===== src/rtl/combination_lock_controller_pkg.sv =====
// Shared definitions for the combination-lock controller.
//   - lock_state_t : controller states
//   - DIGIT_W      : width of one keypad digit
//   - timer_width(): width of the shared unlock/lockout down-counter
package lock_pkg;

    localparam int DIGIT_W = 4;

    typedef enum logic [2:0] {
        ENTRY,
        CHECK,
        OPEN,
        PROG,
        LOCKOUT
    } lock_state_t;

    // One timer serves both the unlock window and the lockout, so it must
    // hold the larger of the two load values.
    function automatic int timer_width(input int unlock_cycles, input int lockout_cycles);
        int longest;
        longest = (unlock_cycles > lockout_cycles) ? unlock_cycles : lockout_cycles;
        return $clog2(longest + 1);
    endfunction

endpackage


===== src/rtl/combination_lock_controller_if.sv =====
// Keypad / actuator bundle of the combination-lock controller.
//   master : keypad front end (drives digits and commands, sees status)
//   slave  : the controller (samples digits and commands, drives status)
// Signals:
//   digit_in, digit_valid : keypad digit and its one-cycle strobe
//   clear                 : abort entry / relock early
//   prog_req              : start reprogramming while open
//   digit_ready           : digits are accepted
//   Lock, Led_on, alarm   : actuator, open LED, lockout alarm
//   fail_cnt              : consecutive failed attempts
interface combination_lock_controller_if #(
    parameter int FAIL_W = 2
);
    import lock_pkg::*;

    logic [DIGIT_W-1:0] digit_in;
    logic               digit_valid;
    logic               clear;
    logic               prog_req;
    logic               digit_ready;
    logic               Lock;
    logic               Led_on;
    logic               alarm;
    logic [FAIL_W-1:0]  fail_cnt;

    modport master (
        output digit_in, digit_valid, clear, prog_req,
        input  digit_ready, Lock, Led_on, alarm, fail_cnt
    );

    modport slave (
        input  digit_in, digit_valid, clear, prog_req,
        output digit_ready, Lock, Led_on, alarm, fail_cnt
    );

endinterface


===== src/rtl/combination_lock_controller_timer.sv =====
// Loadable down-counter shared by the unlock window and the lockout.
// Ports:
//   clk, reset : clock, asynchronous active-low reset
//   load       : load load_val this edge (wins over everything else)
//   load_val   : number of cycles to run
//   hold       : freeze the count
//   expired    : count has reached 1, i.e. this is the final cycle
module lock_timer #(
    parameter int WIDTH = 7
) (
    input  logic             clk,
    input  logic             reset,
    input  logic             load,
    input  logic [WIDTH-1:0] load_val,
    input  logic             hold,
    output logic             expired
);

    logic [WIDTH-1:0] count_reg;

    always_ff @(posedge clk or negedge reset) begin
        if (!reset) begin
            count_reg <= '0;
        end else if (load) begin
            count_reg <= load_val;
        end else if (!hold && (count_reg > WIDTH'(1))) begin
            count_reg <= count_reg - 1'b1;
        end
    end

    // Loaded with N, the count reads 1 during the N-th cycle after the load,
    // so the owner leaves its state on exactly the N-th following edge.
    assign expired = (count_reg == WIDTH'(1));

endmodule


===== src/rtl/combination_lock_controller.sv =====
// Combination-lock sequencing controller.
// Collects CODE_LEN keypad digits, compares them with a reprogrammable stored
// code, opens the lock for UNLOCK_CYCLES, and after MAX_FAIL consecutive
// failures raises the alarm and ignores the keypad for LOCKOUT_CYCLES.
// Ports:
//   clk   : system clock, rising edge
//   reset : asynchronous active-low reset
//   bus   : keypad/actuator bundle (slave side), all outputs registered
module combination_lock_controller
    import lock_pkg::*;
#(
    parameter int                          CODE_LEN       = 4,
    parameter int                          MAX_FAIL       = 3,
    parameter int                          UNLOCK_CYCLES  = 16,
    parameter int                          LOCKOUT_CYCLES = 64,
    parameter logic [DIGIT_W*CODE_LEN-1:0] DEFAULT_CODE   = 16'h9D77
) (
    input logic                          clk,
    input logic                          reset,
    combination_lock_controller_if.slave bus
);

    localparam int CODE_W  = DIGIT_W * CODE_LEN;
    localparam int FAIL_W  = $clog2(MAX_FAIL + 1);
    localparam int CNT_W   = $clog2(CODE_LEN + 1);
    localparam int TIMER_W = timer_width(UNLOCK_CYCLES, LOCKOUT_CYCLES);

    lock_state_t         state_reg;
    logic [CODE_W-1:0]   entry_reg;
    logic [CODE_W-1:0]   code_reg;
    logic [CNT_W-1:0]    digit_cnt_reg;
    logic [FAIL_W-1:0]   fail_cnt_reg;
    logic                lock_reg;
    logic                led_reg;
    logic                alarm_reg;
    logic                ready_reg;

    logic [CODE_W-1:0]   entry_next;
    logic                last_digit;
    logic                code_match;
    logic                lockout_hit;
    logic [FAIL_W-1:0]   fail_inc;
    logic                timer_load;
    logic [TIMER_W-1:0]  timer_load_val;
    logic                timer_hold;
    logic                timer_expired;

    // First-entered digit ends up in the most significant nibble.
    assign entry_next  = (entry_reg << DIGIT_W) | CODE_W'(bus.digit_in);
    assign last_digit  = bus.digit_valid && (digit_cnt_reg == CNT_W'(CODE_LEN - 1));
    assign code_match  = (entry_reg == code_reg);
    assign lockout_hit = (int'(fail_cnt_reg) + 1 >= MAX_FAIL);
    assign fail_inc    = (fail_cnt_reg == FAIL_W'(MAX_FAIL)) ? fail_cnt_reg
                                                             : fail_cnt_reg + 1'b1;

    // CHECK always leaves after one cycle, so loading on every CHECK cycle
    // arms the timer exactly on entry to OPEN or LOCKOUT; a reload on the
    // mismatch-to-ENTRY path is harmless since ENTRY never looks at it.
    assign timer_load     = (state_reg == CHECK);
    assign timer_load_val = code_match ? TIMER_W'(UNLOCK_CYCLES) : TIMER_W'(LOCKOUT_CYCLES);
    assign timer_hold     = (state_reg == PROG);

    lock_timer #(
        .WIDTH(TIMER_W)
    ) u_timer (
        .clk     (clk),
        .reset   (reset),
        .load    (timer_load),
        .load_val(timer_load_val),
        .hold    (timer_hold),
        .expired (timer_expired)
    );

    always_ff @(posedge clk or negedge reset) begin
        if (!reset) begin
            state_reg     <= ENTRY;
            entry_reg     <= '0;
            code_reg      <= DEFAULT_CODE;
            digit_cnt_reg <= '0;
            fail_cnt_reg  <= '0;
            lock_reg      <= 1'b1;
            led_reg       <= 1'b0;
            alarm_reg     <= 1'b0;
            ready_reg     <= 1'b1;
        end else begin
            case (state_reg)
                ENTRY: begin
                    // clear outranks a same-cycle digit, which is dropped
                    if (bus.clear) begin
                        entry_reg     <= '0;
                        digit_cnt_reg <= '0;
                    end else if (bus.digit_valid) begin
                        entry_reg <= entry_next;
                        if (last_digit) begin
                            digit_cnt_reg <= '0;
                            state_reg     <= CHECK;
                            ready_reg     <= 1'b0;
                        end else begin
                            digit_cnt_reg <= digit_cnt_reg + 1'b1;
                        end
                    end
                end

                CHECK: begin
                    entry_reg <= '0;
                    if (code_match) begin
                        state_reg    <= OPEN;
                        fail_cnt_reg <= '0;
                        lock_reg     <= 1'b0;
                        led_reg      <= 1'b1;
                    end else if (lockout_hit) begin
                        state_reg    <= LOCKOUT;
                        fail_cnt_reg <= fail_inc;
                        alarm_reg    <= 1'b1;
                    end else begin
                        state_reg    <= ENTRY;
                        fail_cnt_reg <= fail_inc;
                        ready_reg    <= 1'b1;
                    end
                end

                OPEN: begin
                    // prog_req outranks both an early relock and expiry
                    if (bus.prog_req) begin
                        state_reg     <= PROG;
                        entry_reg     <= '0;
                        digit_cnt_reg <= '0;
                        ready_reg     <= 1'b1;
                    end else if (bus.clear || timer_expired) begin
                        state_reg <= ENTRY;
                        lock_reg  <= 1'b1;
                        led_reg   <= 1'b0;
                        ready_reg <= 1'b1;
                    end
                end

                PROG: begin
                    if (bus.clear) begin
                        // abort: old code stays in force
                        state_reg     <= ENTRY;
                        entry_reg     <= '0;
                        digit_cnt_reg <= '0;
                        lock_reg      <= 1'b1;
                        led_reg       <= 1'b0;
                    end else if (bus.digit_valid) begin
                        if (last_digit) begin
                            code_reg      <= entry_next;
                            entry_reg     <= '0;
                            digit_cnt_reg <= '0;
                            state_reg     <= ENTRY;
                            lock_reg      <= 1'b1;
                            led_reg       <= 1'b0;
                        end else begin
                            entry_reg     <= entry_next;
                            digit_cnt_reg <= digit_cnt_reg + 1'b1;
                        end
                    end
                end

                LOCKOUT: begin
                    if (timer_expired) begin
                        state_reg    <= ENTRY;
                        fail_cnt_reg <= '0;
                        alarm_reg    <= 1'b0;
                        ready_reg    <= 1'b1;
                    end
                end

                default: begin
                    state_reg     <= ENTRY;
                    entry_reg     <= '0;
                    digit_cnt_reg <= '0;
                    lock_reg      <= 1'b1;
                    led_reg       <= 1'b0;
                    alarm_reg     <= 1'b0;
                    ready_reg     <= 1'b1;
                end
            endcase
        end
    end

    assign bus.digit_ready = ready_reg;
    assign bus.Lock        = lock_reg;
    assign bus.Led_on      = led_reg;
    assign bus.alarm       = alarm_reg;
    assign bus.fail_cnt    = fail_cnt_reg;

endmodule


===== src/flat_wrapper.sv =====
// flat-port wrapper written by rule: the top's interface ports become plain ports
module combination_lock_controller_flat import lock_pkg::*;
#(
    parameter int                          CODE_LEN       = 4,
    parameter int                          MAX_FAIL       = 3,
    parameter int                          UNLOCK_CYCLES  = 16,
    parameter int                          LOCKOUT_CYCLES = 64,
    parameter logic [DIGIT_W*CODE_LEN-1:0] DEFAULT_CODE   = 16'h9D77
)
  (clk, reset, bus_digit_in, bus_digit_valid, bus_clear, bus_prog_req, bus_digit_ready, bus_Lock, bus_Led_on, bus_alarm, bus_fail_cnt);
  combination_lock_controller_if #(.FAIL_W(2)) bus_i ();
  input logic clk;
  input logic reset;
  input wire logic [$bits(bus_i.digit_in)-1:0] bus_digit_in;
  input wire logic [$bits(bus_i.digit_valid)-1:0] bus_digit_valid;
  input wire logic [$bits(bus_i.clear)-1:0] bus_clear;
  input wire logic [$bits(bus_i.prog_req)-1:0] bus_prog_req;
  output wire logic [$bits(bus_i.digit_ready)-1:0] bus_digit_ready;
  output wire logic [$bits(bus_i.Lock)-1:0] bus_Lock;
  output wire logic [$bits(bus_i.Led_on)-1:0] bus_Led_on;
  output wire logic [$bits(bus_i.alarm)-1:0] bus_alarm;
  output wire logic [$bits(bus_i.fail_cnt)-1:0] bus_fail_cnt;
  assign bus_i.digit_in = bus_digit_in;
  assign bus_i.digit_valid = bus_digit_valid;
  assign bus_i.clear = bus_clear;
  assign bus_i.prog_req = bus_prog_req;
  assign bus_digit_ready = bus_i.digit_ready;
  assign bus_Lock = bus_i.Lock;
  assign bus_Led_on = bus_i.Led_on;
  assign bus_alarm = bus_i.alarm;
  assign bus_fail_cnt = bus_i.fail_cnt;
  combination_lock_controller #(.CODE_LEN(CODE_LEN), .MAX_FAIL(MAX_FAIL), .UNLOCK_CYCLES(UNLOCK_CYCLES), .LOCKOUT_CYCLES(LOCKOUT_CYCLES), .DEFAULT_CODE(DEFAULT_CODE)) u_core (.clk(clk), .reset(reset), .bus(bus_i));
endmodule

===== config.mk =====
export PLATFORM = sky130hd
export DESIGN_NAME = combination_lock_controller_flat
export DESIGN_NICKNAME = d
export VERILOG_FILES = /design/src/rtl/combination_lock_controller_pkg.sv /design/src/rtl/combination_lock_controller_if.sv /design/src/rtl/combination_lock_controller_timer.sv /design/src/rtl/combination_lock_controller.sv /design/src/flat_wrapper.sv
export SDC_FILE = /design/constraint.sdc
export NUM_CORES = 1
export LEC_CHECK = 0
export CORE_ASPECT_RATIO = 0.7
export CORE_MARGIN = 8
export CORE_UTILIZATION = 35
export CTS_CLUSTER_DIAMETER = 150
export CTS_CLUSTER_SIZE = 24
export DETAILED_ROUTE_END_ITERATION = 12
export MAX_ROUTING_LAYER = met4
export SETUP_SLACK_MARGIN = 0.15
export SYNTH_ARGS = -nofsm -noshare
export SYNTH_HDL_FRONTEND = slang
export SYNTH_SLANG_ARGS = --single-unit
export TNS_END_PERCENT = 5

===== constraint.sdc =====
create_clock -name clk -period 1.9 [get_ports clk]
set_clock_uncertainty 0.1 [all_clocks]
set_input_delay 0.38 -clock clk [delete_from_list [all_inputs] [get_ports clk]]
set_output_delay 0.38 -clock clk [all_outputs]
set_load 0.005 [all_outputs]

==> results.md <==
| Quantity | Reported |
|:---|:---|
| Most common cell after layout, fill and taps aside | dfrtp_1 |
| Worst-margin pin slew | 0.4998 ns |
| Tot Pwr | 4704 uW |
| Data arrival time of the critical path | 1.96 ns |
| Synthesized instance count | 215 |
| Worst Min Path Start | u_core.digit_cnt_reg[2] |
| Starting density of the core | 35.26% |
| Final cell area excluding filler cells | 3239 sq um |
| Number of antenna-violating nets in the routed design | 0 |
| Average cell area after synthesis | 11.74 sq um |
| GRT Resource Usage Total | 10.42% |
| Path type of the worst setup path | reg2reg |
| 1st-pass router iterations | 4 |
| Via count | 1767 |
| Antenna cell count | 0 |
| Cell Pwr Density | 1452 nW/um^2 |
| Maximum level of the CTS H-tree | 2 |
| Worst ir drop on vdd | 0.0005585 V |
| Relative area change from synthesis to final layout | 28.36% |
| Global-route wire length before repair | 8542 um |
| Via density per instance | 4.936 |
| Worst slew margin relative to its limit | 66.68% |
| Startpoint type of the worst setup path | register |
| Flop-to-flop setup slack | 0.06 ns |
| Gpl congestion | 0.8454 |
| Final global-route overflow total | 0 |
| Type of the most critical hold path | reg2reg |
| Post-placement cell count | 347 |
| I/O pin cnt | 15 |
| Upper clock frequency limit | 543.2 MHz |
| Chip width | 117.5 um |
| Total standard cell area after synthesis | 2524 sq um |
| Most frequent cells in the layout | dfrtp_1, buf_4, a22o_1 |
| Via count of the first global-routing pass | 1751 |
| DRC marker count from the first detailed-route iteration | 57 |
| Mapped Nets | 230 |
| Reg clk slew, reported paths | 0.09 ns |
| Wirelength per Cell | 14.21 um |
| Number of max-slew violations in the final report | 0 |
| CTS max path bufs | 2 |
| Floorplan die area | 10230 sq um |
| Layout cells sized above 1 | 34.62% |
| Synthesized flop and latch total | 51 |
| CTS tree | yes |
| Number of sinks driven by the clock tree | 51 |
| Largest fanout on the critical path | 10 |
| Chip Height | 87.05 um |
| Required time at the worst-slack endpoint | 2.02 ns |
| Buffer cell driving the clock tree root | clkbuf_8 |
| Routed WL | 5088 um |
| Hold Fails Final Rpt | 0 |
| Area post-placement | 2982 sq um |
| Number of buffers created by CTS | 5 |
| Run status | completed |
| Number of failing setup endpoints in the final timing report | 0 |
| Clock latency of the later-clocked register in the worst-skew pair | 0.30 ns |
| Maximum number of pins on one net before global-route repair | 32 |
| MaxCap Viol Count | 0 |
| P_leak | 0.001460 uW |
| Buffers added on ports | 14 |
| Critical register-to-register path startpoint | u_core.state_reg[1] |
| Minimum setup slack in the final design | 0.05914 ns |
| Reg-to-reg endpoint | u_core.u_timer.count_reg[4] |
| Non-filler cells in the finished layout | 358 |
| Critical path endpoint category | register |
| Core outline area | 7157 sq um |
| Number of cells on the worst reg-to-reg path | 6 |
| Unrepaired setup endpoints after global routing | yes |
| Number of antenna violations at the first check in global routing | 0 |
| Yosys synthesis warning count | 0 |
| Core utilization of the finished layout | 45.26% |
| Hold Path Depth | 1 |
| Number of distinct library cells after synthesis | 49 |
| Core Rows | 26 |
| Final min period | 1.841 ns |
| Remaining DRCs | 0 |
| Worst setup slack before clock tree synthesis | -0.3050 ns |
| Number of nets at the end of the flow | 274 |
| Hold-critical path endpoint | u_core.digit_cnt_reg[2] |
| HPWL Detailed | 3524 um |
| Fraction of the yosys area taken by sequential cells | 51.21% |
| Post-route fraction of the period consumed by the critical path | 96.89% |
## timing repair
action	in CTS	in global routing
endpoints found under the setup margin	31	41
pin swaps	5	11
hold buffers	1	0
resized for setup	5	18
endpoints found under the hold margin	12	0
cloned	0	0
setup buffers	1	1
## critical path: stages, from the launching register on
cell and delay [ns]:
dfrtp_2 0.49, and3b_1 0.21, buf_4 0.17, a31oi_4 0.16, nand2_2 0.09, or4_1 0.41, a31oi_1 0.14
## synth_stat cells (all sizes together)
master / count / area share, %
a21o: 1 / 0.30
o211ai: 1 / 0.30
a22oi: 1 / 0.30
or4: 2 / 0.59
mux2: 16 / 7.1
xnor2: 18 / 6.2
o31ai: 2 / 0.59
a32o: 3 / 1.2
nor2: 18 / 2.7
a21bo: 1 / 0.40
o32a: 1 / 0.40
dfrtp: 38 / 38
xor2: 3 / 1.0
a211oi: 1 / 0.30
nand3: 3 / 0.59
and2: 3 / 0.74
o21bai: 1 / 0.30
o32ai: 2 / 0.99
or3: 1 / 0.25
a22o: 17 / 5.9
nor4: 2 / 1.3
o31a: 1 / 0.35
nor2b: 1 / 0.25
nand4: 4 / 0.99
nand2: 6 / 0.99
nand3b: 1 / 0.30
buf: 8 / 1.9
ha: 6 / 3.0
a21oi: 6 / 1.2
clkbuf: 2 / 0.30
inv: 11 / 1.6
mux2i: 1 / 0.40
dfstp: 13 / 14
a31oi: 2 / 1.1
o21ai: 8 / 1.6
nand2b: 2 / 0.50
nor3: 3 / 1.0
nor3b: 1 / 0.30
a32oi: 2 / 0.69
and3b: 1 / 0.35
o41ai: 1 / 0.35
## final cells by class
type / instances / area [sq um]
Clock buffer: 6 / 72.57
Clock inverter: 2 / 60.06
Fill cell: 682 / 3918
Inverter: 11 / 41.29
Multi-Input combinational cell: 143 / 1210
Sequential cell: 51 / 1295
Tap cell: 98 / 122.6
Timing Repair Buffer: 47 / 437.9
## metrics by stage
| stage | hold slack, ns | TNS [ns] |
|---|---|---|
| 6_report | 0.3959 | 0 |
| 5_1_grt | 0.4216 | -0.1223 |
| 4_1_cts | 0.3996 | 0 |
| 3_5_place_dp | 0.2707 | -7.375 |
| 3_3_place_gp | 0.2690 | -7.077 |
| 2_1_floorplan | -0.01559 | 0 |
## logic make-up after synthesis
logic type,Yosys count,share of synthesized area (%)
fa+ha+maj,6,2.975
compound gates,51,16.21
xor+xnor,21,7.288
flops,51,51.21
buf+inv,21,3.867
mux,17,7.536
simple gates,48,10.91
## where the power goes
group,internal [uW],switching [uW],total (uW)
combinational,1140,1080,2220
sequential,1360,248,1600
clock,526,353,879
## layer usage
layer | up-vias | global-route usage [%] | part of all wire, %
li1 | 865 | - | -
met1 | 885 | 14.73 | 56
met2 | 12 | 14.84 | 42
met3 | 5 | 1.813 | 1.5
met4 | 0 | 3.125 | 1.2
met5 | - | - | 0
## worst max-delay path by stage
stage / start / to / slack (ns) / depth (start not counted)
2_1_floorplan: u_core.u_timer.count_reg[0] / u_core.u_timer.count_reg[4] / 0.11 / 6
3_3_place_gp: bus_prog_req / u_core.entry_reg[2] / -0.28 / 6
3_5_place_dp: bus_prog_req / u_core.entry_reg[14] / -0.30 / 6
4_1_cts: u_core.code_reg[12] / u_core.bus.fail_cnt[0] / 0.05 / 6
5_1_grt: u_core.code_reg[15] / u_core.bus.fail_cnt[0] / -0.05 / 6
6_report: u_core.state_reg[1] / u_core.u_timer.count_reg[4] / 0.06 / 6
Power figures use the tool's default switching activity.
